[src/rtl/ie_fetch_predecode.sv]
// 6502 fetch front end: reads opcode/operand bytes, sizes each instruction,
// predecodes it into the simple-op bundle and hands it to IE over valid/ready.
module ie_fetch_predecode #(
    parameter logic [15:0] RESET_PC   = 16'h8000,
    parameter bit          AUTO_START = 1'b0
) (
    input  logic        clk,
    input  logic        rst,
    input  logic        pc_load,
    input  logic [15:0] pc_load_val,
    output logic        mem_rd_req,
    output logic [15:0] mem_addr,
    input  logic        mem_ack,
    input  logic [7:0]  mem_rd_data,
    output logic        inst_valid,
    input  logic        inst_ready,
    output logic [15:0] inst_pc,
    output logic [7:0]  inst_opcode,
    output logic [1:0]  inst_len,
    output logic [15:0] operand,
    output logic [7:0]  simple_op,
    output logic        mem_load_flag,
    output logic [2:0]  store_flag,
    output logic [1:0]  reg_load_flag,
    output logic [3:0]  alu_op,
    output logic        immediate_flag,
    output logic        busy
);

    typedef enum logic [2:0] {
        S_IDLE     = 3'd0,
        S_FETCH_OP = 3'd1,
        S_FETCH_LO = 3'd2,
        S_FETCH_HI = 3'd3,
        S_PRESENT  = 3'd4
    } state_t;

    localparam state_t RESET_STATE = AUTO_START ? S_FETCH_OP : S_IDLE;

    localparam logic [7:0] SOP_NOP    = 8'h00;
    localparam logic [7:0] SOP_LD     = 8'h01;
    localparam logic [7:0] SOP_ST     = 8'h02;
    localparam logic [7:0] SOP_ALU    = 8'h03;
    localparam logic [7:0] SOP_XFER   = 8'h04;
    localparam logic [7:0] SOP_INCDEC = 8'h05;
    localparam logic [7:0] SOP_CMP    = 8'h06;
    localparam logic [7:0] SOP_SHIFT  = 8'h07;
    localparam logic [7:0] SOP_JMP    = 8'h08;
    localparam logic [7:0] SOP_JSR    = 8'h09;
    localparam logic [7:0] SOP_RTS    = 8'h0A;
    localparam logic [7:0] SOP_BRANCH = 8'h0B;
    localparam logic [7:0] SOP_FLAG   = 8'h0C;
    localparam logic [7:0] SOP_BRK    = 8'h0D;
    localparam logic [7:0] SOP_RTI    = 8'h0E;
    localparam logic [7:0] SOP_BIT    = 8'h0F;
    localparam logic [7:0] SOP_PUSH   = 8'h10;
    localparam logic [7:0] SOP_PULL   = 8'h11;

    localparam logic [2:0] ST_NONE = 3'b000;
    localparam logic [2:0] ST_MEM  = 3'b001;
    localparam logic [2:0] ST_A    = 3'b010;
    localparam logic [2:0] ST_X    = 3'b011;
    localparam logic [2:0] ST_Y    = 3'b100;

    localparam logic [1:0] RL_MEM = 2'b00;
    localparam logic [1:0] RL_A   = 2'b01;
    localparam logic [1:0] RL_X   = 2'b10;
    localparam logic [1:0] RL_Y   = 2'b11;

    localparam logic [3:0] ALU_PASS = 4'h0;
    localparam logic [3:0] ALU_ADD  = 4'h1;
    localparam logic [3:0] ALU_SUB  = 4'h2;
    localparam logic [3:0] ALU_AND  = 4'h3;
    localparam logic [3:0] ALU_OR   = 4'h4;
    localparam logic [3:0] ALU_EOR  = 4'h5;
    localparam logic [3:0] ALU_INC  = 4'h6;
    localparam logic [3:0] ALU_DEC  = 4'h7;
    localparam logic [3:0] ALU_ASL  = 4'h8;
    localparam logic [3:0] ALU_LSR  = 4'h9;
    localparam logic [3:0] ALU_ROL  = 4'hA;
    localparam logic [3:0] ALU_ROR  = 4'hB;
    localparam logic [3:0] ALU_CMP  = 4'hC;
    localparam logic [3:0] ALU_BIT  = 4'hD;

    typedef struct packed {
        logic [7:0] sop;
        logic       mem_ld;
        logic [2:0] st;
        logic [1:0] rl;
        logic [3:0] alu;
        logic       imm;
    } op_fields_t;

    function automatic op_fields_t mk(input logic [7:0] sop, input logic mem_ld,
                                      input logic [2:0] st, input logic [1:0] rl,
                                      input logic [3:0] alu, input logic imm);
        op_fields_t f;
        f.sop    = sop;
        f.mem_ld = mem_ld;
        f.st     = st;
        f.rl     = rl;
        f.alu    = alu;
        f.imm    = imm;
        return f;
    endfunction

    function automatic logic [1:0] inst_len_of(input logic [7:0] op);
        logic [1:0] len;
        if (op[3:0] == 4'h8 || op[3:0] == 4'hA || op == 8'h00 || op == 8'h40 || op == 8'h60) begin
            len = 2'd0;
        end else if (op[3:0] == 4'hC || op[3:0] == 4'hD || op[3:0] == 4'hE ||
                     (op[3:0] == 4'h9 && op[4]) || op == 8'h20) begin
            len = 2'd2;
        end else begin
            len = 2'd1;
        end
        return len;
    endfunction

    // Group-01 opcodes (ORA..SBC) decode by aaa; everything else is listed; unknown -> all zero.
    function automatic op_fields_t decode_op(input logic [7:0] op);
        op_fields_t f;
        logic       imm;
        imm = (op[4:2] == 3'b010);
        f   = '0;
        if (op[1:0] == 2'b01) begin
            case (op[7:5])
                3'b000:  f = mk(SOP_ALU, ~imm, ST_A, RL_MEM, ALU_OR, imm);
                3'b001:  f = mk(SOP_ALU, ~imm, ST_A, RL_MEM, ALU_AND, imm);
                3'b010:  f = mk(SOP_ALU, ~imm, ST_A, RL_MEM, ALU_EOR, imm);
                3'b011:  f = mk(SOP_ALU, ~imm, ST_A, RL_MEM, ALU_ADD, imm);
                3'b100: begin
                    if (imm) begin
                        f = '0;
                    end else begin
                        f = mk(SOP_ST, 1'b0, ST_MEM, RL_A, ALU_PASS, 1'b0);
                    end
                end
                3'b101:  f = mk(SOP_LD, ~imm, ST_A, RL_MEM, ALU_PASS, imm);
                3'b110:  f = mk(SOP_CMP, ~imm, ST_NONE, RL_MEM, ALU_CMP, imm);
                3'b111:  f = mk(SOP_ALU, ~imm, ST_A, RL_MEM, ALU_SUB, imm);
                default: f = '0;
            endcase
        end else begin
            case (op)
                8'hA2:                      f = mk(SOP_LD, 1'b0, ST_X, RL_MEM, ALU_PASS, 1'b1);
                8'hA0:                      f = mk(SOP_LD, 1'b0, ST_Y, RL_MEM, ALU_PASS, 1'b1);
                8'hA6, 8'hAE, 8'hB6, 8'hBE: f = mk(SOP_LD, 1'b1, ST_X, RL_MEM, ALU_PASS, 1'b0);
                8'hA4, 8'hAC, 8'hB4, 8'hBC: f = mk(SOP_LD, 1'b1, ST_Y, RL_MEM, ALU_PASS, 1'b0);
                8'h86, 8'h8E, 8'h96:        f = mk(SOP_ST, 1'b0, ST_MEM, RL_X, ALU_PASS, 1'b0);
                8'h84, 8'h8C, 8'h94:        f = mk(SOP_ST, 1'b0, ST_MEM, RL_Y, ALU_PASS, 1'b0);
                8'hAA:                      f = mk(SOP_XFER, 1'b0, ST_X, RL_A, ALU_PASS, 1'b0);
                8'hA8:                      f = mk(SOP_XFER, 1'b0, ST_Y, RL_A, ALU_PASS, 1'b0);
                8'h8A:                      f = mk(SOP_XFER, 1'b0, ST_A, RL_X, ALU_PASS, 1'b0);
                8'h98:                      f = mk(SOP_XFER, 1'b0, ST_A, RL_Y, ALU_PASS, 1'b0);
                8'hE8:                      f = mk(SOP_INCDEC, 1'b0, ST_X, RL_X, ALU_INC, 1'b0);
                8'hC8:                      f = mk(SOP_INCDEC, 1'b0, ST_Y, RL_Y, ALU_INC, 1'b0);
                8'hCA:                      f = mk(SOP_INCDEC, 1'b0, ST_X, RL_X, ALU_DEC, 1'b0);
                8'h88:                      f = mk(SOP_INCDEC, 1'b0, ST_Y, RL_Y, ALU_DEC, 1'b0);
                8'h0A:                      f = mk(SOP_SHIFT, 1'b0, ST_A, RL_A, ALU_ASL, 1'b0);
                8'h4A:                      f = mk(SOP_SHIFT, 1'b0, ST_A, RL_A, ALU_LSR, 1'b0);
                8'h2A:                      f = mk(SOP_SHIFT, 1'b0, ST_A, RL_A, ALU_ROL, 1'b0);
                8'h6A:                      f = mk(SOP_SHIFT, 1'b0, ST_A, RL_A, ALU_ROR, 1'b0);
                8'h06, 8'h0E:               f = mk(SOP_SHIFT, 1'b1, ST_MEM, RL_MEM, ALU_ASL, 1'b0);
                8'h46, 8'h4E:               f = mk(SOP_SHIFT, 1'b1, ST_MEM, RL_MEM, ALU_LSR, 1'b0);
                8'hE0:                      f = mk(SOP_CMP, 1'b0, ST_NONE, RL_X, ALU_CMP, 1'b1);
                8'hC0:                      f = mk(SOP_CMP, 1'b0, ST_NONE, RL_Y, ALU_CMP, 1'b1);
                8'hE4, 8'hEC:               f = mk(SOP_CMP, 1'b1, ST_NONE, RL_X, ALU_CMP, 1'b0);
                8'hC4, 8'hCC:               f = mk(SOP_CMP, 1'b1, ST_NONE, RL_Y, ALU_CMP, 1'b0);
                8'h24, 8'h2C:               f = mk(SOP_BIT, 1'b1, ST_NONE, RL_A, ALU_BIT, 1'b0);
                8'h4C:                      f = mk(SOP_JMP, 1'b0, ST_NONE, RL_MEM, ALU_PASS, 1'b0);
                8'h6C:                      f = mk(SOP_JMP, 1'b1, ST_NONE, RL_MEM, ALU_PASS, 1'b0);
                8'h20:                      f = mk(SOP_JSR, 1'b0, ST_MEM, RL_MEM, ALU_PASS, 1'b0);
                8'h60:                      f = mk(SOP_RTS, 1'b1, ST_NONE, RL_MEM, ALU_PASS, 1'b0);
                8'h40:                      f = mk(SOP_RTI, 1'b1, ST_NONE, RL_MEM, ALU_PASS, 1'b0);
                8'h00:                      f = mk(SOP_BRK, 1'b0, ST_MEM, RL_MEM, ALU_PASS, 1'b0);
                8'h10, 8'h30, 8'h50, 8'h70,
                8'h90, 8'hB0, 8'hD0, 8'hF0: f = mk(SOP_BRANCH, 1'b0, ST_NONE, RL_MEM, ALU_PASS, 1'b0);
                8'h18, 8'h38, 8'h58, 8'h78,
                8'hB8, 8'hD8, 8'hF8:        f = mk(SOP_FLAG, 1'b0, ST_NONE, RL_MEM, ALU_PASS, 1'b0);
                8'h48:                      f = mk(SOP_PUSH, 1'b0, ST_MEM, RL_A, ALU_PASS, 1'b0);
                8'h68:                      f = mk(SOP_PULL, 1'b1, ST_A, RL_MEM, ALU_PASS, 1'b0);
                8'hEA:                      f = mk(SOP_NOP, 1'b0, ST_NONE, RL_MEM, ALU_PASS, 1'b0);
                default:                    f = '0;
            endcase
        end
        return f;
    endfunction

    state_t      state_q, state_d;
    logic        discard_q, discard_d;
    logic [15:0] fetch_pc_q, fetch_pc_d;
    logic        mem_rd_req_q, mem_rd_req_d;
    logic [15:0] mem_addr_q, mem_addr_d;
    logic        inst_valid_q, inst_valid_d;
    logic        busy_q, busy_d;
    logic [15:0] inst_pc_q, inst_pc_d;
    logic [7:0]  opcode_q, opcode_d;
    logic [1:0]  inst_len_q, inst_len_d;
    logic [15:0] operand_q, operand_d;
    op_fields_t  fields_q, fields_d;

    logic        rd_done_s;
    logic        rd_pending_s;
    logic        accept_s;
    logic        capture_s;
    logic [1:0]  len_s;
    op_fields_t  dec_s;

    assign rd_done_s    = mem_rd_req_q & mem_ack;
    assign rd_pending_s = mem_rd_req_q & ~mem_ack;
    assign accept_s     = inst_valid_q & inst_ready;
    // A redirect or a pending discard makes the returning byte stale.
    assign capture_s    = rd_done_s & ~discard_q & ~pc_load;
    assign len_s        = inst_len_of(mem_rd_data);
    assign dec_s        = decode_op(mem_rd_data);

    // FSM state, stale-read discard flag and sequential fetch address
    always_ff @(posedge clk or posedge rst) begin
        if (rst) begin
            state_q    <= RESET_STATE;
            discard_q  <= 1'b0;
            fetch_pc_q <= RESET_PC;
        end else begin
            state_q    <= state_d;
            discard_q  <= discard_d;
            fetch_pc_q <= fetch_pc_d;
        end
    end

    // Next-state and fetch-address selection; pc_load overrides everything
    always_comb begin
        state_d    = state_q;
        discard_d  = discard_q;
        fetch_pc_d = fetch_pc_q;
        if (pc_load) begin
            state_d    = S_FETCH_OP;
            discard_d  = rd_pending_s;
            fetch_pc_d = pc_load_val;
        end else if (discard_q) begin
            state_d   = S_FETCH_OP;
            discard_d = ~rd_done_s;
        end else begin
            case (state_q)
                S_IDLE: state_d = S_IDLE;
                S_FETCH_OP: begin
                    if (rd_done_s) begin
                        state_d = (len_s == 2'd0) ? S_PRESENT : S_FETCH_LO;
                    end else begin
                        state_d = S_FETCH_OP;
                    end
                end
                S_FETCH_LO: begin
                    if (rd_done_s) begin
                        state_d = (inst_len_q == 2'd2) ? S_FETCH_HI : S_PRESENT;
                    end else begin
                        state_d = S_FETCH_LO;
                    end
                end
                S_FETCH_HI: begin
                    if (rd_done_s) begin
                        state_d = S_PRESENT;
                    end else begin
                        state_d = S_FETCH_HI;
                    end
                end
                S_PRESENT: begin
                    if (accept_s) begin
                        state_d    = S_FETCH_OP;
                        fetch_pc_d = inst_pc_q + 16'd1 + {14'd0, inst_len_q};
                    end else begin
                        state_d = S_PRESENT;
                    end
                end
                default: state_d = S_IDLE;
            endcase
        end
    end

    // Next values of the registered outputs: byte capture, request/address, valid, busy
    always_comb begin
        inst_pc_d    = inst_pc_q;
        opcode_d     = opcode_q;
        inst_len_d   = inst_len_q;
        operand_d    = operand_q;
        fields_d     = fields_q;
        mem_rd_req_d = 1'b0;
        mem_addr_d   = mem_addr_q;
        if (capture_s) begin
            case (state_q)
                S_FETCH_OP: begin
                    inst_pc_d  = fetch_pc_q;
                    opcode_d   = mem_rd_data;
                    inst_len_d = len_s;
                    operand_d  = 16'h0000;
                    fields_d   = dec_s;
                end
                S_FETCH_LO: operand_d[7:0]  = mem_rd_data;
                S_FETCH_HI: operand_d[15:8] = mem_rd_data;
                default:    operand_d       = operand_q;
            endcase
        end else begin
            operand_d = operand_q;
        end
        // An outstanding read keeps request and address frozen until its ack.
        if (rd_pending_s) begin
            mem_rd_req_d = 1'b1;
            mem_addr_d   = mem_addr_q;
        end else begin
            case (state_d)
                S_FETCH_OP: begin
                    mem_rd_req_d = 1'b1;
                    mem_addr_d   = fetch_pc_d;
                end
                S_FETCH_LO: begin
                    mem_rd_req_d = 1'b1;
                    mem_addr_d   = inst_pc_d + 16'd1;
                end
                S_FETCH_HI: begin
                    mem_rd_req_d = 1'b1;
                    mem_addr_d   = inst_pc_d + 16'd2;
                end
                default: begin
                    mem_rd_req_d = 1'b0;
                    mem_addr_d   = mem_addr_q;
                end
            endcase
        end
        inst_valid_d = (state_d == S_PRESENT);
        busy_d       = (state_d != S_IDLE);
    end

    // Output and instruction-bundle registers
    always_ff @(posedge clk or posedge rst) begin
        if (rst) begin
            mem_rd_req_q <= 1'b0;
            mem_addr_q   <= 16'h0000;
            inst_valid_q <= 1'b0;
            busy_q       <= 1'b0;
            inst_pc_q    <= 16'h0000;
            opcode_q     <= 8'h00;
            inst_len_q   <= 2'd0;
            operand_q    <= 16'h0000;
            fields_q     <= '0;
        end else begin
            mem_rd_req_q <= mem_rd_req_d;
            mem_addr_q   <= mem_addr_d;
            inst_valid_q <= inst_valid_d;
            busy_q       <= busy_d;
            inst_pc_q    <= inst_pc_d;
            opcode_q     <= opcode_d;
            inst_len_q   <= inst_len_d;
            operand_q    <= operand_d;
            fields_q     <= fields_d;
        end
    end

    assign mem_rd_req     = mem_rd_req_q;
    assign mem_addr       = mem_addr_q;
    assign inst_valid     = inst_valid_q;
    assign busy           = busy_q;
    assign inst_pc        = inst_pc_q;
    assign inst_opcode    = opcode_q;
    assign inst_len       = inst_len_q;
    assign operand        = operand_q;
    assign simple_op      = fields_q.sop;
    assign mem_load_flag  = fields_q.mem_ld;
    assign store_flag     = fields_q.st;
    assign reg_load_flag  = fields_q.rl;
    assign alu_op         = fields_q.alu;
    assign immediate_flag = fields_q.imm;

endmodule

[config.mk]
export PLATFORM = sky130hd
export DESIGN_NAME = ie_fetch_predecode
export DESIGN_NICKNAME = d
export VERILOG_FILES = /design/src/rtl/ie_fetch_predecode.sv
export SDC_FILE = /design/constraint.sdc
export NUM_CORES = 1
export LEC_CHECK = 0
export CORE_MARGIN = 3
export CORE_UTILIZATION = 35
export CTS_CLUSTER_DIAMETER = 200
export DETAILED_ROUTE_END_ITERATION = 6
export PLACE_DENSITY = 0.63
export REMOVE_ABC_BUFFERS = 1
export SETUP_SLACK_MARGIN = 0.1
export SYNTH_ARGS = -nofsm -noshare
export SYNTH_HDL_FRONTEND = slang
export SYNTH_MEMORY_MAX_BITS = 65536
export SYNTH_SLANG_ARGS = --single-unit
[constraint.sdc]
create_clock -name clk -period 7.4 [get_ports clk]
set_input_delay 1.11 -clock clk [delete_from_list [all_inputs] [get_ports clk]]
set_output_delay 1.11 -clock clk [all_outputs]
set_load 0.05 [all_outputs]
Word level (Yosys, flattened, before mapping)
Memories as Yosys holds them, arrays and structs flattened.
Index checks and enable logic that the tools add are counted.
W data, S select, Z words.
{"block": "word_totals", "word_cells": 109, "out_inout_bits": 80, "in_bits": 29, "memories": 1, "rom_bits": 4096, "ff_bits": 100}
{"block": "classes", "eq_ne": 27, "reduce_logical": 21, "bitwise": 11, "muxes": 27, "n_addsub": 4}
{"name": "(no name shown)", "words": 256, "width": 16, "rd": 1, "rd_clocked_by_memory_dff": 0, "wr": 0, "line_no": "145", "rtl": "case (op)"}
{"cell": "$pmux W19 S8", "n": 1}
{"cell": "$mux W16", "n": 6}
{"cell": "$pmux W16 S3", "n": 1}
{"cell": "$add A16 B1 Y16 const B", "n": 2}
{"cell": "$pmux W8 S2", "n": 2}
{"cell": "$eq A4 B4 Y1 const B", "n": 6}
{"cell": "$mux W3", "n": 8}
{"cell": "$eq A3 B2 Y1 const B", "n": 7}
{"cell": "$mux W19", "n": 1}
{"cell": "$eq A3 B3 Y1 const B", "n": 6}
{"cell": "$add A16 B2 Y16", "n": 1}
{"cell": "$add A16 B2 Y16 const B", "n": 1}
{"cell": "$eq A8 B7 Y1 const B", "n": 2}
{"cell": "$mux W13", "n": 1}
{"cell": "$pmux W3 S4", "n": 1}
{"cell": "$eq A3 B1 Y1 const B", "n": 3}
{"cell": "$eq A8 B6 Y1 const B", "n": 1}
{"cell": "$logic_not A8 Y1", "n": 1}
{"cell": "$logic_or A1 B1 Y1", "n": 8}
{"cell": "$reduce_and A2 Y1", "n": 4}
{"cell": "$not A1 Y1", "n": 6}
{"cell": "$reduce_bool A3 Y1", "n": 2}
{"cell": "$and A1 B1 Y1", "n": 5}
{"cell": "$mux W1", "n": 4}
{"cell": "8 further kinds", "n": 10}

Depth between registers and ports, before layout
Gate-level depths: netlist of the first run.
{"block": "depth", "depth_word": 17, "ltp_mapped": 15, "ltp_nobuf": 12}

Worst setup path after synthesis of the first run
OpenSTA, ideal clock, no wires.
{"block": "synth_timing", "path_kind": "input to register", "from": "in pc_load", "to": "reg mem_addr_q[15] (netlist: mem_addr[15])", "stages": 14, "required_ps": 7260, "setup_slack_ps": 3310, "path_buffers": 3, "setup_ps": 140, "t_arrival_ps": 3950, "cell_sequence": "buf_6 nor4b_1 nand2_1 clkbuf_1 clkbuf_1 o21ai_0 ha_1 and3_1 o21ai_1 o21ba_2 nand3b_1 xnor2_1 a2111oi_0 a211oi_1"}
{"block": "synth_via", "elab_chain_len": 5, "word_cells_on_any_way": 13, "classes_between": "add/sub (2); eq/ne (3); mux (4); bitwise (2); reduce/logical (2)"}
{"element": "start, declared", "line_no": "9", "rtl": "input logic pc_load,"}
{"element": "$not A1 Y1 (*)", "line_no": "214", "rtl": "assign capture_s = rd_done_s & ~discard_q & ~pc_load;"}
{"element": "$and A1 B1 Y1 (*)", "line_no": "214"}
{"element": "$mux W16 (*)", "line_no": "289", "rtl": "if (capture_s) begin"}
{"element": "via inst_pc_d[1]", "line_no": "197", "rtl": "logic [15:0] inst_pc_q, inst_pc_d;"}
{"element": "$add A16 B2 Y16 / $add A16 B1 Y16 (equally long branches)", "line_no": "321, 317"}
{"element": "$pmux W16 S3 (*)", "line_no": "310", "rtl": "case (state_d)"}
{"element": "end signal, assigned", "line_no": "347", "rtl": "mem_addr_q <= mem_addr_d;"}
{"element": "end, declared", "line_no": "194", "rtl": "logic [15:0] mem_addr_q, mem_addr_d;"}
Mark *: on every way through the listed nets, which the timed path passes. The rest lies on a longest branch.
A chain may end at the register's enable or synchronous reset.

Final worst setup path of the first run
{"block": "layout_timing", "from": "in mem_rd_data[0]", "to": "reg mem_addr_q[14] (netlist: mem_addr[14])"}
{"block": "layout_via", "elab_chain_len": 16, "word_cells_on_any_way": 33, "classes_between": "eq/ne (12); mux (8); reduce/logical (13)"}
{"element": "start, declared", "line_no": "14", "rtl": "input logic [7:0] mem_rd_data,"}
{"element": "$eq A4 B4 Y1", "line_no": "111", "rtl": "end else if (op[3:0] == 4'hC || op[3:0] == 4'hD || op[3:0] == 4'hE ||"}
{"element": "$logic_or A1 B1 Y1 (3 in a row)", "line_no": "111"}
{"element": "$logic_or A1 B1 Y1", "line_no": "112", "rtl": "(op[3:0] == 4'h9 && op[4]) || op == 8'h20) begin"}
{"element": "$mux W2", "line_no": "111"}
{"element": "$mux W2 (*)", "line_no": "109", "rtl": "if (op[3:0] == 4'h8 || op[3:0] == 4'hA || op == 8'h00 || op == 8'h40 || op == 8'h60) begin"}
{"element": "$logic_not A2 Y1 (*)", "line_no": "248", "rtl": "state_d = (len_s == 2'd0) ? S_PRESENT : S_FETCH_LO;"}
{"element": "$mux W3 (*)", "line_no": "248"}
{"element": "$mux W3 (*)", "line_no": "247", "rtl": "if (rd_done_s) begin"}
{"element": "$pmux W3 S4 (*)", "line_no": "244", "rtl": "case (state_q)"}
{"element": "$mux W3 (*)", "line_no": "240", "rtl": "end else if (discard_q) begin"}
{"element": "$mux W3 (*)", "line_no": "236", "rtl": "if (pc_load) begin"}
{"element": "$eq A3 B2 Y1 / $eq A3 B1 Y1 (equally long branches)", "line_no": "310"}
{"element": "$reduce_bool A3 Y1 (no source line)"}
{"element": "$reduce_and A2 Y1 (no source line)"}
Mark *: on every way between the ends. The rest lies on a longest branch, timed or not.

==> summary.md, run 1 <==
| Metric | Value |
|---|---|
| Status | `complete, no violations` |
| Worst-path clk slew | `0.06 ns` |
| CTS root buf | `clkbuf_16` |
| Maxcap violations | `0` |
| Final Hold Viols | `0` |
| Diodes inserted | `0` |
| Die extent in y | `138 um` |
| Port-buffer cells | `105` |
| Layout Utilization | `44.7%` |
| Most used DFF post-synth | `dfrtp_1` |
| Total GRT Usage | `19.9%` |
| Cell area after layout | `7550 um2` |
| DRC violations left | `0` |
| DP Cell Count | `1042` |
| Global-route wire length before repair | `31300 um` |
| Vias per cell | `5.59` |
| Clock share of power | `19.6%` |
| P_leak | `2.99 nW` |
| Post-DP HPWL | `13000 um` |
| Worst R2R Path Depth | `11` |
| WHS Path Cells | `2` |
| Seq/Total Area, Yosys | `39.6%` |
| Nets | `867` |
| Post-Synth Simple-Gate Area | `24.3%` |
| Pint | `1.23 mW` |
| Clk_lat worst skew | `0.35 ns` |
| Fillers | `1686` |
| Mux cell area share after synthesis | `3.34%` |
| Pwr Density | `297 nW/um2` |
| R2R setup slack | `3.35 ns` |
| TritonCTS clock tree | `done` |
| Hold_sp | `operand[11]` |
| Num ports | `109` |
| Post-synth EDFFs | `0` |
| Clk sinks | `97` |
| Ys async rst share | `100%` |
| Hold path endpoint | `operand[11]` |
| FP Rows | `47` |
| Power share of the sequential group | `34.6%` |
| Final setup margin | `2.26 ns` |
| CTS buffer count | `9` |
| Synth Warn # | `0` |
| Worst reg2reg path startpoint | `state_q[0]` |
| Setup violators final | `0` |
| Mean Syn Cell Area | `8.01 um2` |
| Initial antenna violation count | `0` |
| Post-route clock period utilization | `69.5%` |
| PostCTS Resize Cnt | `0` |
| Routed wire length | `18900 um` |
| Clock Skew | `0.00786 ns` |
| Largest family of logic cells by synthesized area | `simple AND/OR/NAND/NOR gates` |
| H-tree depth | `3` |
| RSZ-0062 raised after global routing | `no` |
| Post-route insts no fill | `1056` |
| Synth Area in Compound Gates | `22.4%` |
| Synth Area in XOR/XNOR | `3.71%` |
| Synth-to-layout area growth | `23.0%` |
| FF+latch count, synth | `97` |
| Total power | `2.25 mW` |
| Vias | `5902` |
| Reg2reg end | `mem_addr[15]` |
| Req. time, crit path | `7.68 ns` |
| Post-Syn Area | `6140 um2` |
| Critical Path End Type | `register` |
| Routed Antenna Nets | `0` |
| Worst slew pin tran | `1.24 ns` |
| Slew HR | `17.5%` |
| Hold-fix buffers at CTS | `0` |
| DR WL/cell | `17.9 um` |
| Remaining Overflow, GRT | `0` |
| DRT Pass-1 Iters | `5` |
| Worst endpoint data arrival time | `5.42 ns` |
| Die footprint | `19200 um2` |
| Mapped Cells | `766` |
| Startpoint types | `input pin` |
| Pre-CTS WS | `2.01 ns` |
| Sw Ratio | `45.0%` |
| Critical Path Source | `mem_rd_data[0]` |
| Max Slew Vio Count | `0` |
| Combinational share of power | `45.8%` |
| Deepest clock path buffer count | `2` |
| Die width | `138 um` |
| Fmax | `0.194 GHz` |
| Starting Density | `36.4%` |
| Core Area | `16900 um2` |
| Crit Path Category | `in2reg` |
| Placed cell areas | `7290 um2` |
| Largest net degree at the start of global routing | `63` |
| Final TNS setup | `0 ns` |
| Net Switching | `1.01 mW` |
| Peak supply drop | `0.129 mV` |
| Number of global-route vias before repair | `5711` |
| Area share of fa/ha/maj cells after synthesis | `1.14%` |
| Hold_ws | `0.478 ns` |
| Hold Crit Class | `reg2reg` |
| GPL Wtd Cong | `0.904` |
| Setup bufs post-CTS | `0` |
| Fin crit period | `5.14 ns` |
| Netlist cell types | `71` |
| Share of cells above drive strength 1 | `5.14%` |
| Initial DRC count | `665` |
| Crit Path Max Fanout | `23` |
-- final cells by class --
| class | instances | area (um2) | area share (%) |
|---|---|---|---|
| Multi-Input combinational cell | 593 | 3390 | 44.8 |
| Sequential cell | 97 | 2430 | 32.2 |
| Timing Repair Buffer | 116 | 1130 | 15.0 |
| Tap cell | 220 | 275 | 3.65 |
| Clock buffer | 14 | 264 | 3.50 |
| Inverter | 16 | 62.6 | 0.829 |
-- power by group through the flow --
| stage | Sequential (mW) | Combinational, mW | Clock, mW |
|---|---|---|---|
| floorplan | 1.12 | 0.312 | 0 |
| global placement | 0.786 | 1.03 | 0 |
| detailed placement | 0.785 | 1.03 | 0 |
| CTS | 0.778 | 1.03 | 0.447 |
| global route | 0.800 | 1.10 | 0.463 |
| finish | 0.777 | 1.03 | 0.440 |
-- cells by family (layout without fill, tap and decap cells) --
family,count (synthesis),in the layout
flops,97,97
fa+ha+maj,5,5
compound gates,214,214
buf+inv,78,146
xor+xnor,26,26
mux,20,20
other cells,1,3
simple gates,325,325
-- cell usage after synthesis, types with 3 or more instances --
master | n | area share [%]
o21ai_0 | 73 | 6.0
nor3b_1 | 3 | 0.37
nand3b_1 | 5 | 0.61
nor2_1 | 55 | 3.4
dfrtp_1 | 96 | 39
nand2b_1 | 8 | 0.82
or3_1 | 7 | 0.71
nor2b_1 | 5 | 0.51
a21oi_1 | 34 | 2.8
nand3_1 | 31 | 2.5
o32ai_1 | 4 | 0.57
o32a_1 | 4 | 0.65
mux2_2 | 4 | 0.73
ha_1 | 4 | 0.82
o31ai_1 | 7 | 0.86
o211ai_1 | 12 | 1.5
and2_1 | 4 | 0.41
o2111ai_1 | 4 | 0.57
inv_1 | 15 | 0.92
a2111oi_0 | 3 | 0.43
xnor2_1 | 20 | 2.9
buf_4 | 4 | 0.49
and3_1 | 6 | 0.61
buf_1 | 7 | 0.43
nor3_1 | 16 | 1.3
a31oi_1 | 14 | 1.4
a211oi_1 | 6 | 0.73
o21a_1 | 6 | 0.73
mux2i_1 | 16 | 2.6
a21boi_0 | 4 | 0.49
xor2_1 | 6 | 0.86
a32oi_1 | 3 | 0.43
a21o_1 | 5 | 0.61
a22o_1 | 8 | 1.1
nand2_1 | 156 | 9.5
or2_2 | 5 | 0.51
and4_1 | 3 | 0.43
o22ai_1 | 5 | 0.51
buf_2 | 7 | 0.57
clkbuf_1 | 42 | 2.6
nand4_1 | 8 | 0.82
-- worst max path at each step --
| stage | to | slack, ns | depth (start not counted) |
|---|---|---|---|
| 2_1_floorplan | mem_addr[15] | 2.92 | 11 |
| 4_1_cts | mem_addr[14] | 2.38 | 9 |
| 5_1_grt | mem_addr[14] | 2.08 | 9 |
| 6_report | mem_addr[14] | 2.26 | 9 |
| 3_5_place_dp | mem_addr[7] | 2.01 | 9 |
| 3_3_place_gp | mem_addr[14] | 2.18 | 9 |
-- state kept, by name (all words and copies together) (netlist names) --
signal / cells
fetch_pc_q: 16
inst_pc: 16
mem_addr: 16
operand: 16
inst_opcode: 8
simple_op: 5
alu_op: 4
state_q: 3
store_flag: 3
inst_len: 2
reg_load_flag: 2
busy: 1
discard_q: 1
immediate_flag: 1
inst_valid: 1
mem_load_flag: 1
mem_rd_req: 1
-- layout by cell type, fill, tap and decap left out, types with 14 or more instances in the layout --
| cell | netlist | routed |
|---|---|---|
| xnor2_1 | 20 | 20 |
| mux2i_1 | 16 | 16 |
| a31oi_1 | 14 | 14 |
| nor3_1 | 16 | 16 |
| nand2_1 | 156 | 155 |
| nand3_1 | 31 | 31 |
| clkdlybuf4s50_1 | 0 | 105 |
| inv_1 | 15 | 14 |
| o21ai_0 | 73 | 73 |
| dfrtp_1 | 96 | 96 |
| a21oi_1 | 34 | 34 |
| nor2_1 | 55 | 55 |
-- critical path, stage by stage --
cell and delay (ns):
clkdlybuf4s50_1 0.87, or3_1 0.67, o32ai_1 0.45, o32a_1 0.76
inv_2 0.36, o21ai_2 0.77, and2_1 0.24, a31oi_1 0.04
nand3_1 0.14
-- per-layer routing --
| metal | global-route usage (%) | vias to the layer above | share of wire [%] |
|---|---|---|---|
| met5 | 0 | - | 0 |
| met4 | 7.54 | 0 | 2.2 |
| met3 | 3.25 | 28 | 6.1 |
| met2 | 29.1 | 232 | 43 |
| met1 | 29.4 | 2791 | 49 |
| li1 | - | 2851 | - |
No activity file was read; power rests on OpenSTA's default activity.
==> inputs of run 2 (changes only) <==
- PLACE_DENSITY: 0.63 -> 0.65
- clock period: 7.4 -> 4.39 ns (I/O delays scaled with it)
==> run 2 against run 1 <==
Compared with the run above:
- die area did not move
- final cell count rose by 1.1%
- sequential share of layout area down 0.50 points
- flip-flop and latch count is the same
- total power grew 74%
- routed wire length increased by 4.3%
- setup slack got worse by 1.6 ns
- register-to-register slack worse by 2.4 ns
- worst hold slack better by 0.0026 ns
==> summary.md, run 2 (same netlist as run 1, synthesis figures left out) <==
| Metric | Value |
|---|---|
| Share of cells above drive strength 1 | `6.60% (+1.5 points)` |
| Req. time, crit path | `4.60 ns (-3.08 ns)` |
| DR WL/cell | `18.4 um (+3.1%)` |
| Fin crit period | `3.74 ns` |
| Clk sinks | `97 (unchanged)` |
| Maxcap violations | `0 (unchanged)` |
| FP Rows | `47 (unchanged)` |
| Worst stage delay on the critical path | `0.65 ns (-0.22 ns)` |
| Hold Crit Class | `reg2reg` |
| Worst endpoint data arrival time | `3.95 ns (-1.47 ns)` |
| Die width | `138 um (unchanged)` |
| Worst slew pin tran | `1.08 ns (-0.159 ns)` |
| Die extent in y | `138 um (unchanged)` |
| RSZ-0062 raised after global routing | `no` |
| Peak supply drop | `0.225 mV (+75%)` |
| P_leak | `3.06 nW (+2.4%)` |
| Vias | `5969 (+1.1%)` |
| Initial antenna violation count | `1 (+1)` |
| Clock Skew | `0.0109 ns (+0.00305 ns)` |
| Remaining Overflow, GRT | `0 (unchanged)` |
| Synth-to-layout area growth | `25.0%` |
| Placed cell areas | `7360 um2 (+1.0%)` |
| DRT Pass-1 Iters | `5 (unchanged)` |
| Final TNS setup | `0 ns (unchanged)` |
| Slew HR | `28.1% (+11 points)` |
| Nets | `877 (+1.2%)` |
| Routed Antenna Nets | `0 (unchanged)` |
| Clk_lat worst skew | `0.35 ns (about the same)` |
| Number of global-route vias before repair | `5752 (+0.72%)` |
| Port-buffer cells | `105 (unchanged)` |
| Fmax | `0.267 GHz` |
| Routed wire length | `19700 um (+4.3%)` |
| Post-route clock period utilization | `85.2%` |
| Crit Path Category | `in2reg` |
| Num ports | `109 (unchanged)` |
| Starting Density | `36.4% (unchanged)` |
| Core Area | `16900 um2 (unchanged)` |
| Setup bufs post-CTS | `0 (unchanged)` |
| Hold-fix buffers at CTS | `0 (unchanged)` |
| Die footprint | `19200 um2 (unchanged)` |
| Vias per cell | `5.59 (about the same)` |
| Largest net degree at the start of global routing | `84 (+33%)` |
| Status | `complete, no violations` |
| Final Hold Viols | `0 (unchanged)` |
| Initial DRC count | `573 (-14%)` |
| Most frequent cells in the layout | `nand2_1 (155), clkdlybuf4s50_1 (105), dfrtp_1 (96)` |
| CP Cell Sequence | `clkdlybuf4s50_1 -> or4b_4 -> nor2_2 -> mux2_2 -> ha_1 -> and3_1 -> o21ai_1 -> o21ba_2 -> nand3b_1 -> xnor2_1 -> a2111oi_0 -> a211oi_1` |
| Startpoint types | `input pin` |
| Max Slew Vio Count | `0 (unchanged)` |
| PostCTS Resize Cnt | `0 (unchanged)` |
| Post-DP HPWL | `13500 um (+4.1%)` |
| Diodes inserted | `0 (unchanged)` |
| Commonest non-fill, non-tap cell in the layout | `nand2_1` |
| Deepest clock path buffer count | `2 (unchanged)` |
| H-tree depth | `3 (unchanged)` |
| TritonCTS clock tree | `done` |
| Worst-path clk slew | `0.07 ns (about the same)` |
| GPL Wtd Cong | `0.924 (+2.2%)` |
| Setup violators final | `0 (unchanged)` |
| DRC violations left | `0 (unchanged)` |
| Cell area after layout | `7670 um2 (+1.6%)` |
| Critical Path End Type | `register` |
| Crit Path Max Fanout | `11 (-52%)` |
| CTS buffer count | `9 (unchanged)` |
| Pwr Density | `510 nW/um2 (+71%)` |
| Worst path slowest cell | `or4b_4` |
| Total GRT Usage | `20.5% (+0.62 points)` |
| CTS root buf | `clkbuf_16` |
| Global-route wire length before repair | `32100 um (+2.8%)` |
==> run 2: cell types whose count changed in the layout (fill, tap and decap cells not counted), sizes merged <==
cell,delta
buf,+10
clkinv,+1
bufinv,+1
==> run 2: final timing paths <==
check,start,slack [ns],cells after the start,endpoint
setup / recovery,pc_load,0.65,12,mem_addr[15]
hold / removal,operand[12],0.48,2,operand[12]
setup reg to reg,state_q[1],0.97,12,mem_addr[15]
hold reg to reg,operand[12],0.48,2,operand[12]
max in group asynchronous,rst,2.65,3,simple_op[3]
min in group asynchronous,rst,0.94,2,operand[2]
==> run 2: area by class of cell <==
type                       count  area, um2
sequential                    97       2430
fill                        1659       9210
tap                          220        275
timing repair buffer         126       1210
clock inverter                 2       35.0
multi-input combinational    593       3390
inverter                      16       62.6
clock buffer                  14        274
==> run 2: worst max-delay path: cells and delay by family <==
family / cells / cell delay [ns]
AND/OR/NAND/NOR: 4 / 1.15
buffers and inverters: 1 / 0.54
adder cells (fa/ha/maj): 1 / 0.24
XOR/XNOR: 1 / 0.08
AO/OA/AOI/OAI: 4 / 0.88
multiplexers: 1 / 0.39
==> run 2: routing by layer <==
metal	share of wire, %	global-route usage (%)	vias to the layer above
met1	48	30.5	2811
met4	2.2	7.49	2
li1	-	-	2877
met2	43	29.8	246
met5	0.066	0	-
met3	6.6	3.59	33
==> run 2: per-stage QoR <==
stage	cells	utilization [%]	power (mW)	hold WS, ns	worst slack, ns
2_1_floorplan	706	-	2.42	0.502	0.355
3_3_place_gp	1052	43.6	3.08	0.462	0.448
3_5_place_dp	1052	43.6	3.09	0.470	0.330
4_1_cts	1068	45.4	3.93	0.489	0.698
5_1_grt	1068	45.4	4.11	0.509	0.260
6_report	1068	45.4	3.91	0.481	0.651
==> run 2: power breakdown <==
group / total (mW) / switching, mW / internal, mW
combinational: 1.77 / 1.17 / 0.595
clock: 0.831 / 0.342 / 0.489
sequential: 1.31 / 0.226 / 1.09
total: 3.91 / 1.74 / 2.17
==> inputs of run 3 (changes only) <==
- CORE_UTILIZATION: 35 -> 48
- PLACE_DENSITY: 0.65 -> 0.83
==> run 3 against run 2 <==
Compared with the run above:
- combinational power about the same
- setup slack worse by 0.13 ns
- final cell count down 4.8%
- total power down 3.5%
- utilization up 16 points
- clock-buffer cell count up 1
- cell area down 1.5%
- critical endpoint unchanged
==> summary.md, run 3 (same netlist as run 1, synthesis figures left out) <==
| Metric | Value |
|---|---|
| Placed cell areas | `7300 um2 (-0.78%)` |
| Pre-CTS WS | `0.213 ns (-0.117 ns)` |
| Cell area after layout | `7560 um2 (-1.5%)` |
| PostCTS Resize Cnt | `0 (unchanged)` |
| Diodes inserted | `0 (unchanged)` |
| Port-buffer cells | `105 (unchanged)` |
| Total GRT Usage | `26.0% (+5.5 points)` |
| Clock Skew | `0.00871 ns (-0.00220 ns)` |
| Post-DP HPWL | `12800 um (-5.6%)` |
| Worst stage delay on the critical path | `0.59 ns (-0.06 ns)` |
| Core Area | `12300 um2 (-27%)` |
| Global-route wire length before repair | `29900 um (-6.9%)` |
| Share of cells above drive strength 1 | `6.24% (-0.36 points)` |
| Worst-path clk slew | `0.06 ns (about the same)` |
| Setup violators final | `0 (unchanged)` |
| Deepest clock path buffer count | `2 (unchanged)` |
| Status | `complete, no violations` |
| Starting Density | `50.0% (+14 points)` |
| GPL Wtd Cong | `0.980 (+6.1%)` |
| CTS root buf | `clkbuf_16` |
| CP Cell Sequence | `clkdlybuf4s50_1 -> nor4b_1 -> nand2_2 -> o21ai_0 -> ha_1 -> nand3_1 -> nor4_1 -> o21ba_2 -> nand3b_1 -> xnor2_1 -> a2111oi_0 -> a211oi_1` |
| Largest net degree at the start of global routing | `60 (-29%)` |
| Total power | `3.78 mW (-3.5%)` |
| Pwr Density | `500 nW/um2 (-2.0%)` |
| Critical Path End Type | `register` |
| Initial DRC count | `855 (+49%)` |
| Die extent in y | `119 um (-14%)` |
| Vias per cell | `6.01 (+7.5%)` |
| Req. time, crit path | `4.59 ns (about the same)` |
| Die footprint | `14200 um2 (-26%)` |
| Routed wire length | `18300 um (-6.9%)` |
| Num ports | `109 (unchanged)` |
| Routed Antenna Nets | `0 (unchanged)` |
| Die width | `119 um (-14%)` |
| DR WL/cell | `18.0 um (-2.2%)` |
| H-tree depth | `3 (unchanged)` |
| Hold_ws | `0.477 ns (-0.00416 ns)` |
| Layout Utilization | `61.6% (+16 points)` |
| Worst endpoint data arrival time | `4.07 ns (+0.12 ns)` |
| P_leak | `3.04 nW (-0.87%)` |
| DP Cell Count | `1001 (-4.8%)` |
| Final setup margin | `0.520 ns (-0.132 ns)` |
| DRT Pass-1 Iters | `5 (unchanged)` |
| Startpoint types | `input pin` |
| Initial antenna violation count | `0 (-1)` |
| Post-route clock period utilization | `88.2% (+3.0 points)` |
| Setup bufs post-CTS | `0 (unchanged)` |
| Max Slew Vio Count | `0 (unchanged)` |
| Clk sinks | `97 (unchanged)` |
| Post-route insts no fill | `1017 (-4.8%)` |
| Final TNS setup | `0 ns (unchanged)` |
| Remaining Overflow, GRT | `0 (unchanged)` |
| Hold-fix buffers at CTS | `0 (unchanged)` |
| TritonCTS clock tree | `done` |
| Most frequent cells in the layout | `nand2_1 (155), clkdlybuf4s50_1 (105), dfrtp_1 (96)` |
| Clk_lat worst skew | `0.35 ns (about the same)` |
| Final Hold Viols | `0 (unchanged)` |
| Crit Path Category | `in2reg` |
| Fmax | `0.258 GHz (-3.4%)` |
| CTS buffer count | `9 (unchanged)` |
| Peak supply drop | `0.333 mV (+48%)` |
| Commonest non-fill, non-tap cell in the layout | `nand2_1` |
| Slew HR | `50.5% (+22 points)` |
| Worst slew pin tran | `0.742 ns (-0.336 ns)` |
| Vias | `6108 (+2.3%)` |
| Number of global-route vias before repair | `5651 (-1.8%)` |
| Worst path slowest cell | `clkdlybuf4s50_1` |
| Maxcap violations | `0 (unchanged)` |
| Fin crit period | `3.87 ns (+0.132 ns)` |
| Nets | `878 (+0.11%)` |
| Hold Crit Class | `reg2reg` |
| Crit Path Max Fanout | `9 (-2)` |
| Synth-to-layout area growth | `23.1%` |
| DRC violations left | `0 (unchanged)` |
| RSZ-0062 raised after global routing | `no` |
| FP Rows | `40 (-15%)` |
[run 3: cell types whose count changed in the layout (fill, tap and decap cells not counted), sizes merged]
cell	delta
bufinv	-1
clkbuf	+1
buf	+1
[run 3: area by class of cell]
cell class / instances / area (um2)
inverter: 16 / 62.6
sequential: 97 / 2430
tap: 168 / 210
timing repair buffer: 127 / 1220
multi-input combinational: 593 / 3390
clock buffer: 15 / 248
clock inverter: 1 / 5.00
fill: 1082 / 4710
[run 3: worst max-delay path, delay by kind of cell]
family / cells / cell delay (ns)
compound gates: 4 / 1.22
xor+xnor: 1 / 0.14
fa+ha+maj: 1 / 0.29
buf+inv: 1 / 0.59
simple gates: 5 / 1.18
[run 3: power breakdown]
group	total, mW	internal, mW	leakage, nW	switching [mW]
combinational	1.76	0.593	1.69	1.16
clock	0.713	0.385	0.122	0.328
sequential	1.31	1.09	1.22	0.219
total	3.78	2.07	3.04	1.71
[run 3: path summary, 6_finish.rpt]
check / start / end / slack, ns / depth (start not counted)
min: operand[11] / operand[11] / 0.48 / 2
min in group asynchronous: rst / busy / 0.80 / 2
min reg2reg: operand[11] / operand[11] / 0.48 / 2
max: pc_load / mem_addr[15] / 0.52 / 12
max in group asynchronous: rst / alu_op[3] / 2.82 / 3
max reg2reg: state_q[1] / mem_addr[15] / 0.82 / 11
[run 3: metal layers]
metal | global-route usage, % | routed length (um)
met5 | 0 | 0
met4 | 9.41 | 377
met3 | 3.89 | 1830
met2 | 38.1 | 8020
met1 | 38.9 | 8110
==> patch 1, RTL diff (flow settings as in run 3) <==
Re-encode `state_t` (5 states) as one-hot, 5 bits wide.
--- a/src/rtl/ie_fetch_predecode.sv
+++ b/src/rtl/ie_fetch_predecode.sv
@@ -29,8 +29,8 @@
 
-    typedef enum logic [2:0] {
-        S_IDLE     = 3'd0,
-        S_FETCH_OP = 3'd1,
-        S_FETCH_LO = 3'd2,
-        S_FETCH_HI = 3'd3,
-        S_PRESENT  = 3'd4
+    typedef enum logic [4:0] {
+        S_IDLE     = 5'b00001,
+        S_FETCH_OP = 5'b00010,
+        S_FETCH_LO = 5'b00100,
+        S_FETCH_HI = 5'b01000,
+        S_PRESENT  = 5'b10000
     } state_t;
Check against the original RTL: no difference found for any inputs over 4 cycles, from zero or initial values and one cycle with rst high; so few cycles prove little.
==> patch 1 against run 3 <==
Area after synthesis increased by 1.5%; sequential cell count increased by 2; power increased by 5.6%; cell area increased by 1.5%; final cell count decreased by 2.4%; die area increased by 1.4%; synthesized cell count decreased by 3.3%; first-iteration DRC count decreased by 12%; critical path depth increased by 1; worst setup slack improved by 0.19 ns; fmax increased by 5.2%; non-clock buffer count decreased by 1; wire length increased by 1.6%.
==> patch 1: results (changes against run 3) <==
* Synthesized instance count at 741 (-3.3%)
* Power Density at 520 mW/mm^2 (+4.1%)
* Placed instance area at 0.00738 mm^2 (+1.1%)
* Reg-to-Reg End: mem_addr[11]$_DFFE_PP0P_
* Pre-CTS WS at 0.457 ns (+0.245 ns)
* Top cell type's share of synthesized area at 0.390 (-0.00180)
* Layout cells sized above 1 at 0.0691 (+0.00666)
* Multi-input gates at 561 (-5.4%)
* Final Util at 0.620 (+0.00412)
* GP Congestion at 0.933 (-4.8%)
* Clk_skew at 0.00857 ns (-0.000145 ns)
* Hold slack at 0.474 ns (-0.00245 ns)
* CLK BUF at 9 (-6)
* Placed insts at 977 (-2.4%)
* Avg WL per Cell at 18.8 um (+4.0%)
* Fmax at 272 MHz (+5.2%)
* Status: complete, no violations
* Clock buf/inv share at 0.0372 (+0.00375)
* Filler instances at 1077 (-0.46%)
* GRT Util Overall at 0.265 (+0.00489)
* Maximum VDD drop at 0.216 mV (-35%)
* Crit path max fanout at 10 (+1)
* Inverters excl. clock at 23 (+7)
* Register area share after synthesis at 0.398 (+0.00235)
* Top cells by area, synth: dfrtp_1 (39%), nand2_1 (7.2%), o21ai_0 (4.3%)
* Crit-path leading delay family: simple AND/OR/NAND/NOR gates
* Worst min-delay path startpoint: inst_opcode[7]$_DFFE_PP0P_
* Slowest CP cell: or4b_2
* Number of non-clock buffers in the layout at 126 (-0.79%)
* Worst Hold End: inst_opcode[7]$_DFFE_PP0P_
* Sequential cells at 99 (+2.1%)
* Worst Tran Pin Value at 0.827 ns (+0.0853 ns)
* Via count at 6098 (-0.16%)
* CP max stage delay at 0.61 ns (+0.02 ns)
* Vias in the first global route at 5833 (+3.2%)
* Drt pass-1 iters at 6 (+1)
* Worst EP arrival at 3.96 ns (-0.11 ns)
* H-tree level count at 3 (unchanged)
* Synth cell types at 76 (+7.0%)
* First-pass GRT wire length at 30.7 mm (+2.6%)
* Synth-to-Final Area Change at 23.1% (about the same)
* Initial drt markers at 755 (-12%)
* Largest net degree at the start of global routing at 69 (+15%)
==> patch 1: per-layer routing <==
| layer | global-route usage | part of all wire | vias to the layer above |
|---|---|---|---|
| met5 | 0 | 0 | - |
| met4 | 0.0838 | 0.020 | 0 |
| met3 | 0.0693 | 0.086 | 38 |
| met2 | 0.396 | 0.45 | 310 |
| met1 | 0.376 | 0.44 | 2941 |
| li1 | - | - | 2809 |
==> patch 1: where the power goes <==
group	internal, mW	switching, mW
clock	0.395	0.386
sequential	1.11	0.253
combinational	0.626	1.22
total	2.13	1.86
==> patch 1: cells by family (layout without fill, tap and decap cells) <==
logic type / Yosys count / after routing / share of synthesized area
adders and majority gates: 5 / 5 / 0.0112
other: 1 / 3 / 0.000602
and+or+nand+nor: 290 / 290 / 0.224
xor gates and xnor gates: 30 / 30 / 0.0422
muxes: 30 / 30 / 0.0494
AOI/OAI and AO/OA: 203 / 203 / 0.215
buffers and inverters: 83 / 165 / 0.0589
DFF: 99 / 99 / 0.398
==> patch 2, RTL diff (flow settings as in run 3) <==
Without the edit above. The parameter `AUTO_START` goes from 1'b0 to 1'b1.
--- a/src/rtl/ie_fetch_predecode.sv
+++ b/src/rtl/ie_fetch_predecode.sv
@@ -4,3 +4,3 @@
     parameter logic [15:0] RESET_PC   = 16'h8000,
-    parameter bit          AUTO_START = 1'b0
+    parameter bit          AUTO_START = 1'b1
 ) (
Function: changed (Yosys sat finds a counterexample within 4 cycles, from zero or initial values and one cycle with rst high).
==> patch 2 against run 3 <==
The flow now finishes with violations (DRC); wire length rose by 2.1%; die area is essentially flat; global-route usage is 0.20 points higher; clock skew grew 0.0026 ns; first-iteration DRC count shrank 13%; sequential cell count did not move; power is 3.3% higher; final cell count fell by 0.29%; worst setup slack gained 0.15 ns; core utilization up 0.24 points; clock power grew 16%; combinational power is essentially flat; area after synthesis about the same; cell area up 0.40%; critical path type unchanged; critical endpoint unchanged.
==> patch 2: results (changes against run 3) <==
* Status: finished with violations
* Failing checks: DRC
* Relative slew slack at 0.123 (-0.382)
* Vias in the first global route at 5709 (+1.0%)
* Maximum VDD drop at 0.265 mV (-21%)
* Setup Buffers After CTS at 0 (unchanged)
* Post-synthesis xor/xnor area fraction at 0.0371 (about the same)
* Switching Share at 0.452 (-0.000734)
* Drt pass-1 iters at 7 (+2)
* Mux cell area share after synthesis at 0.0334 (about the same)
* Fin. max-slew vios at 0 (unchanged)
* Top cells by area, synth: dfrtp_1 (39%), nand2_1 (9.5%), o21ai_0 (6.0%)
* Leak at 3.05 nW (+0.41%)
* First-pass GRT wire length at 30.2 mm (+0.78%)
* Post-CTS resize count at 0 (unchanged)
* Post-synth top cells: nand2_1 (156), dfrtp_1 (95), o21ai_0 (73)
* Antenna violations before repair at 0 (unchanged)
* Post-synthesis compound-gate area fraction at 0.224 (about the same)
* Clk Tree Root Cell: clkbuf_16
* DP Wirelength at 12.7 mm (-0.83%)
* GP Congestion at 0.994 (+1.5%)
* Clock Path Buffers at 2 (unchanged)
* Post-Synth Adder-Cell Area at 0.0114 (about the same)
* Via density at 6.03 (+0.43%)
* Crit path max fanout at 5 (-4)
* Synth cell types at 71 (unchanged)
* Met1 usage at 0.381 (-0.00835)
* I/O Buffers at 105 (unchanged)
* Register area share after synthesis at 0.396 (about the same)
* Async S/R FF share, synth at 1.00 (unchanged)
* NumNets Final at 875 (-0.34%)
* Largest net degree at the start of global routing at 83 (+38%)
* Initial drt markers at 745 (-13%)
* Post-cts hold buffer count at 0 (unchanged)
* Hold/Removal Path Class: reg2reg
* Yosys warnings at 0 (unchanged)
* Worst EP arrival at 3.92 ns (-0.15 ns)
* Clk_skew at 0.0113 ns (+0.00263 ns)
* Clock transition at path regs at 0.07 ns
* GRT met3 Usage at 0.0551 (+0.0161)
* Avg WL per Cell at 18.5 um (+2.4%)
* H-tree level count at 3 (unchanged)
* Met2 usage at 0.382 (+0.000706)
* Layout cells sized above 1 at 0.0674 (+0.00495)
* Drt drc at 5 (+5)
* GRT Util Overall at 0.262 (+0.00197)
patch 2: through the flow:
stage | worst slack [ns] | cell area, um^2 | instances | hold WS (ns) | utilization
global placement | 0.469 | 7280 | 998 | 0.464 | 0.594
CTS | 0.743 | 7590 | 1014 | 0.486 | 0.619
floorplan | 0.327 | 5870 | 706 | 0.502 | -
global route | 0.338 | 7590 | 1014 | 0.510 | 0.619
finish | 0.669 | 7590 | 1014 | 0.477 | 0.619
detailed placement | 0.367 | 7280 | 998 | 0.467 | 0.594
patch 2: final cells by class:
class	instances	area, um^2
tap	168	210
sequential	97	2430
inverter	16	62.6
fill	1055	4680
clock inverter	6	65.1
timing repair buffer	124	1190
clock buffer	10	239
multi-input combinational	593	3390
patch 2: power by group through the flow:
stage	clock network, mW	logic [mW]	registers [mW]
detailed placement	0	1.74	1.32
finish	0.828	1.76	1.32
CTS	0.830	1.76	1.31
floorplan	0	0.527	1.89
global route	0.867	1.86	1.34
global placement	0	1.73	1.32
patch 2: critical path, cell delays in order:
cell	delay (ns)
clkdlybuf4s50_1	0.51
nor4b_1	0.48
nand2_2	0.11
o21ai_0	0.44
ha_1	0.29
nand3_1	0.14
nor4_1	0.22
o21ba_2	0.24
nand3b_1	0.17
xnor2_1	0.15
a2111oi_0	0.41
a211oi_1	0.10
patch 2: path summary, 6_finish.rpt:
check                                        start                        to  slack (ns)  cells after the start
setup / recovery                           pc_load  mem_addr[15]$_DFFE_PP0P_        0.67                     12
hold / removal             mem_addr[3]$_DFFE_PP0P_   mem_addr[3]$_DFFE_PP0P_        0.48                      2
setup reg to reg              state_q[0]$_DFF_PP1_  mem_addr[15]$_DFFE_PP0P_        0.73                     11
hold reg to reg            mem_addr[3]$_DFFE_PP0P_   mem_addr[3]$_DFFE_PP0P_        0.48                      2
max in group asynchronous                      rst   operand[14]$_DFFE_PP0P_        2.65                      3
min in group asynchronous                      rst    operand[3]$_DFFE_PP0P_        0.90                      2
patch 2: metal layers:
metal,vias to the layer above,wire length (um)
met5,-,0
met4,0,539
met3,50,1860
met2,368,8150
met1,2828,8180
li1,2870,-
patch 2: kinds of logic (layout without fill, tap and decap cells):
kind of cell / Yosys count / in the layout
AND/OR/NAND/NOR: 325 / 325
AO/OA/AOI/OAI: 214 / 214
flip-flops: 97 / 97
buffers and inverters: 78 / 156
XOR/XNOR: 26 / 26
multiplexers: 20 / 20
adder cells (fa/ha/maj): 5 / 5
other: 1 / 3
